File: config.mk
export PLATFORM = sky130hd
export DESIGN_NAME = alu_operand_sequencer
export DESIGN_NICKNAME = d
export VERILOG_FILES = /design/src/rtl/alu_pkg.sv /design/src/rtl/alu_operand_sequencer.sv
export SDC_FILE = /design/constraint.sdc
export NUM_CORES = 1
export LEC_CHECK = 0
export ABC_AREA = 0
export CORE_UTILIZATION = 39
export CTS_BUF_LIST = sky130_fd_sc_hd__clkbuf_16
export DETAILED_ROUTE_END_ITERATION = 10
export PLACE_DENSITY = 0.86
export SYNTH_ARGS = -nofsm -noshare
export SYNTH_HDL_FRONTEND = slang
export SYNTH_SLANG_ARGS = --single-unit
File: constraint.sdc
create_clock -name clk -period 1.73 [get_ports clk]
set_input_delay 0.173 -clock clk [delete_from_list [all_inputs] [get_ports clk]]
set_output_delay 0.173 -clock clk [all_outputs]
set_load 0.005 [all_outputs]
File: src/rtl/alu_pkg.sv
// Shared definitions for the Mini ALU: sequencer state encoding, default widths
// and the opcode map used by the ALU result mux.
package alu_pkg;

  localparam int unsigned DEFAULT_WIDTH = 6;
  localparam int unsigned DEFAULT_OP_W  = 3;
  localparam int unsigned CNT_W         = 4;

  typedef enum logic [1:0] {
    LOAD_A = 2'd0,
    LOAD_B = 2'd1,
    EXEC   = 2'd2,
    DONE   = 2'd3
  } seq_state_e;

  localparam logic [DEFAULT_OP_W-1:0] OP_ADD  = 3'd0;
  localparam logic [DEFAULT_OP_W-1:0] OP_SUB  = 3'd1;
  localparam logic [DEFAULT_OP_W-1:0] OP_AND  = 3'd2;
  localparam logic [DEFAULT_OP_W-1:0] OP_OR   = 3'd3;
  localparam logic [DEFAULT_OP_W-1:0] OP_XOR  = 3'd4;
  localparam logic [DEFAULT_OP_W-1:0] OP_LT   = 3'd5;  // bitwise a[i] < b[i]
  localparam logic [DEFAULT_OP_W-1:0] OP_EQ   = 3'd6;
  localparam logic [DEFAULT_OP_W-1:0] OP_PASS = 3'd7;

endpackage

File: src/rtl/alu_operand_sequencer.sv
// Serial operand loader and result stage for the Mini ALU: collects A then B
// (with opcode), holds them for the datapath, waits EXEC_CYCLES, registers the result.
module alu_operand_sequencer
  import alu_pkg::*;
#(
  parameter int unsigned WIDTH       = DEFAULT_WIDTH,
  parameter int unsigned OP_W        = DEFAULT_OP_W,
  parameter int unsigned EXEC_CYCLES = 1               // legal range 1..15
) (
  input  logic             clk,
  input  logic             reset,
  input  logic [WIDTH-1:0] data_in,
  input  logic             data_valid,
  output logic             data_ready,
  input  logic [OP_W-1:0]  op_sel,
  output logic [WIDTH-1:0] op_a,
  output logic [WIDTH-1:0] op_b,
  output logic [OP_W-1:0]  op_code,
  input  logic [WIDTH-1:0] alu_result,
  output logic [WIDTH-1:0] result,
  output logic             result_valid,
  input  logic             result_ready,
  output logic             busy
);

  localparam logic [CNT_W-1:0] EXEC_LOAD = CNT_W'(EXEC_CYCLES - 1);

  seq_state_e       state_q, state_d;
  logic [WIDTH-1:0] op_a_q, op_a_d;
  logic [WIDTH-1:0] op_b_q, op_b_d;
  logic [OP_W-1:0]  op_code_q, op_code_d;
  logic [WIDTH-1:0] result_q, result_d;
  logic             result_valid_q, result_valid_d;
  logic [CNT_W-1:0] cnt_q, cnt_d;

  // Ready is a pure state decode so it never depends on data_valid.
  assign data_ready   = (state_q == LOAD_A) || (state_q == LOAD_B);
  assign busy         = (state_q != LOAD_A);
  assign op_a         = op_a_q;
  assign op_b         = op_b_q;
  assign op_code      = op_code_q;
  assign result       = result_q;
  assign result_valid = result_valid_q;

  always_comb begin
    // NOTE: every signal gets a hold default first so no branch can leave one
    // unassigned and infer a latch.
    state_d        = state_q;
    op_a_d         = op_a_q;
    op_b_d         = op_b_q;
    op_code_d      = op_code_q;
    result_d       = result_q;
    result_valid_d = result_valid_q;
    cnt_d          = cnt_q;

    unique case (state_q)
      LOAD_A: begin
        if (data_valid) begin
          op_a_d  = data_in;
          state_d = LOAD_B;
        end
      end
      LOAD_B: begin
        if (data_valid) begin
          op_b_d    = data_in;
          op_code_d = op_sel;
          cnt_d     = EXEC_LOAD;
          state_d   = EXEC;
        end
      end
      EXEC: begin
        if (cnt_q != '0) begin
          cnt_d = cnt_q - 1'b1;
        end else begin
          result_d       = alu_result;
          result_valid_d = 1'b1;
          state_d        = DONE;
        end
      end
      DONE: begin
        if (result_ready) begin
          result_valid_d = 1'b0;
          state_d        = LOAD_A;
        end
      end
      default: state_d = LOAD_A;
    endcase
  end

  // NOTE: state is updated with non-blocking assignments so every flop samples
  // the pre-edge values regardless of statement order.
  always_ff @(posedge clk) begin
    if (reset) begin
      state_q        <= LOAD_A;
      op_a_q         <= '0;
      op_b_q         <= '0;
      op_code_q      <= '0;
      result_q       <= '0;
      result_valid_q <= 1'b0;
      cnt_q          <= '0;
    end else begin
      state_q        <= state_d;
      op_a_q         <= op_a_d;
      op_b_q         <= op_b_d;
      op_code_q      <= op_code_d;
      result_q       <= result_d;
      result_valid_q <= result_valid_d;
      cnt_q          <= cnt_d;
    end
  end

endmodule
==> impl_metrics.yaml <==
critical_path:
  critPathLaunchType: "flop"
  cp_data_required_time_ns: 1.92
  path_class: "flop to flop"
  critPathMaxFanout: 8
  rr_worst_depth: 6
  arrival_ns: 1.86
  end_kind: "flop"
pwr:
  vdd_drop_max_uv: 709.2
  internal-power_uw: 1957
  power.switching_uw: 928.1
  total_power_uw: 2885
  p_leak_uw: 0.0007083
  p_sw_share_pct: 32.17
  clkPwrFrac_pct: 23.4
  seq_power_share_pct: 31.3
  power_density_mw_per_mm2: 1532
  p_comb_share_pct: 45.2
layout:
  final_cell_mix: "clkdlybuf4s50_1, nand2_1, dfxtp_1"
  layout.cells.most_common: "clkdlybuf4s50_1"
  antennaDiodeCount: 0
  drive_gt1_share_pct: 15.34
  syn_to_final_growth_pct: 54.04
  final.fill_count: 255
  nets: 216
grt:
  grt_pass1_vias: 1148
  grt_max_degree: 17
  grt_pass1_wl_um: 4864
  overflow: 0
  grt_usage_pct: 18.94
  grt_antenna_before_repair: 0
floorplan:
  dieWidth_um: 57.99
  die_h_um: 57.99
  core_area_mm2: 0.002853
  die_area_mm2: 0.003362
  row_count: 19
  start_util_pct: 42.85
  ios: 43
clock_tree:
  cts_tree: "built"
  cts_root_buffer: "clkbuf_16"
  cts_sinks: 28
  cts_buffer_depth: 2
  clk_latency_ns: 0.26
  cts_max_level: 1
  hold_buffers: 0
  clk_pin_slew_ns: 0.07
  cts_buffers: 3
detailed_routing:
  num_vias: 1182
  drc: 5
  first_pass_iters: 7
  avgViaCountPerCell: 5.373
  drt-initial-drc-count: 27
  wl_per_cell_um: 13.72
  detail-route-antenna-nets: 0
  totalWireLength_um: 3019
placed_design:
  pre_cts_slack_ns: -0.03290
  routabilityCongestion: 0.8166
  hpwl_um: 2235
  io_buffers: 42
logic_synthesis:
  syn_avg_cell_area_um2: 8.794
  ys_top_cells_by_area: "dfxtp_1, nand2_1, mux2i_1"
  yosysTopAreaCell: "dfxtp_1"
  seq_area_frac_synth_pct: 45.85
  synth_seq_cells: 28
  yosys.cell_types.count: 29
  synth_cells: 139
  yosysWarningCount: 0
  synth_top_area_share_pct: 45.85
  synth_area_mm2: 0.001222
  syn-num-nets: 165
sta:
  setup_viol: 0
  fmax_ghz: 0.6008
  hold_viol_final: 0
  rsz0062_at_grt: "false"
  period_share_pct: 96.21
  finClkSkew_ns: 0.002950
  setup_tns_ns: 0
  timing.hold.ws_ns: 0.4546
  min_period_ns: 1.664
  slew_viol_final: 0
  tightest_slew_ns: 0.3094
  relSlewSlack_pct: 78.96
  finalWorstSetupSlack_ns: 0.06555
run:
  drv_cap: 0
outcome:
  violations: "design-rule violations"
  status: "complete, but fails checks"
min_path:
  holdPathStages: 2
  min_path_type: "flop to flop"
[worst paths after layout]
kind | from | slack, ns | end
worst max-delay path | state_q[1] | 0.07 | cnt_q[0]
worst min-delay path | op_a[0] | 0.45 | op_a[0]
worst max register to register | state_q[1] | 0.07 | cnt_q[0]
worst min register to register | op_a[0] | 0.45 | op_a[0]
[power by group through the flow]
stage / Clock [µW] / Sequential, µW / Combinational, µW
2_1_floorplan: 0 / 892 / 646
3_3_place_gp: 0 / 888 / 1130
6_report: 677 / 904 / 1300
3_5_place_dp: 0 / 903 / 1190
5_1_grt: 712 / 920 / 1420
4_1_cts: 685 / 892 / 1230
[logic make-up (layout without fill, tap and decap cells)]
group           count (synthesis)  in the layout  synth area share, %
fa+ha+maj                       7              7                7.164
mux                             9              9                7.370
compound gates                 27             27                13.51
buf+inv                        15             65                4.811
flops                          28             28                45.85
simple gates                   53             53                21.29
[layer usage]
layer / GRT usage (%) / vias to the layer above / part of all wire [%]
met5: 0 / - / 0
met4: 9.524 / 0 / 2.1
met3: 3.125 / 8 / 5.7
met2: 35.47 / 47 / 52
met1: 20.31 / 550 / 40
li1: - / 577 / -
[synth_stat cells]
library cell,instances
o21ai_0,2
a211oi_1,1
o31ai_1,2
a221oi_1,1
clkbuf_1,5
and2_1,1
nor2_1,6
clkinv_1,1
buf_2,2
mux2i_1,9
nand3b_1,1
or3b_1,1
or3_1,1
a221oi_2,1
nor4_1,1
nand2b_1,2
dfxtp_1,28
nor2b_1,1
o21ai_1,1
or4_1,4
nand3_1,6
a21oi_1,17
nor4bb_2,1
ha_1,7
inv_1,7
a211o_1,1
or2_1,1
nand2_1,27
o21ba_1,1
[worst max-delay path: stages, from the launching register on]
cell and delay (ns):
dfxtp_2 0.32, buf_4 0.14, ha_2 0.18, nor4bb_4 0.16, buf_4 0.18, or4_1 0.48, a21oi_1 0.13
[layout make-up]
type	count	area, µm²	share of cell area, %
multi-input combinational	96	643.1	34.15
inverter	8	30.03	1.595
timing repair buffer	53	501.7	26.64
tap	31	38.79	2.060
clock inverter	1	30.03	1.595
clock buffer	3	75.07	3.987
sequential	28	564.3	29.97
[stage by stage]
step	cells	util, %	instance area (µm²)
after floorplan	139	-	1222
after global placement	215	60.57	1728
after detailed placement	215	60.57	1728
after CTS	220	64.74	1847
after global routing	220	66.01	1883
final	220	66.01	1883
[timing repair]
item / in CTS / in global routing
gates resized for setup: 6 / 8
buffers inserted: 1 / 0
setup endpoints to repair: 7 / 9
pin swaps: 0 / 2
[state kept, by name (all words and copies together), names as in the netlist]
register / flops
state_q: 2
op_b: 6
result_valid: 1
op_a: 6
op_code: 3
cnt_q: 4
result: 6
Power figures use the tool's default switching activity.
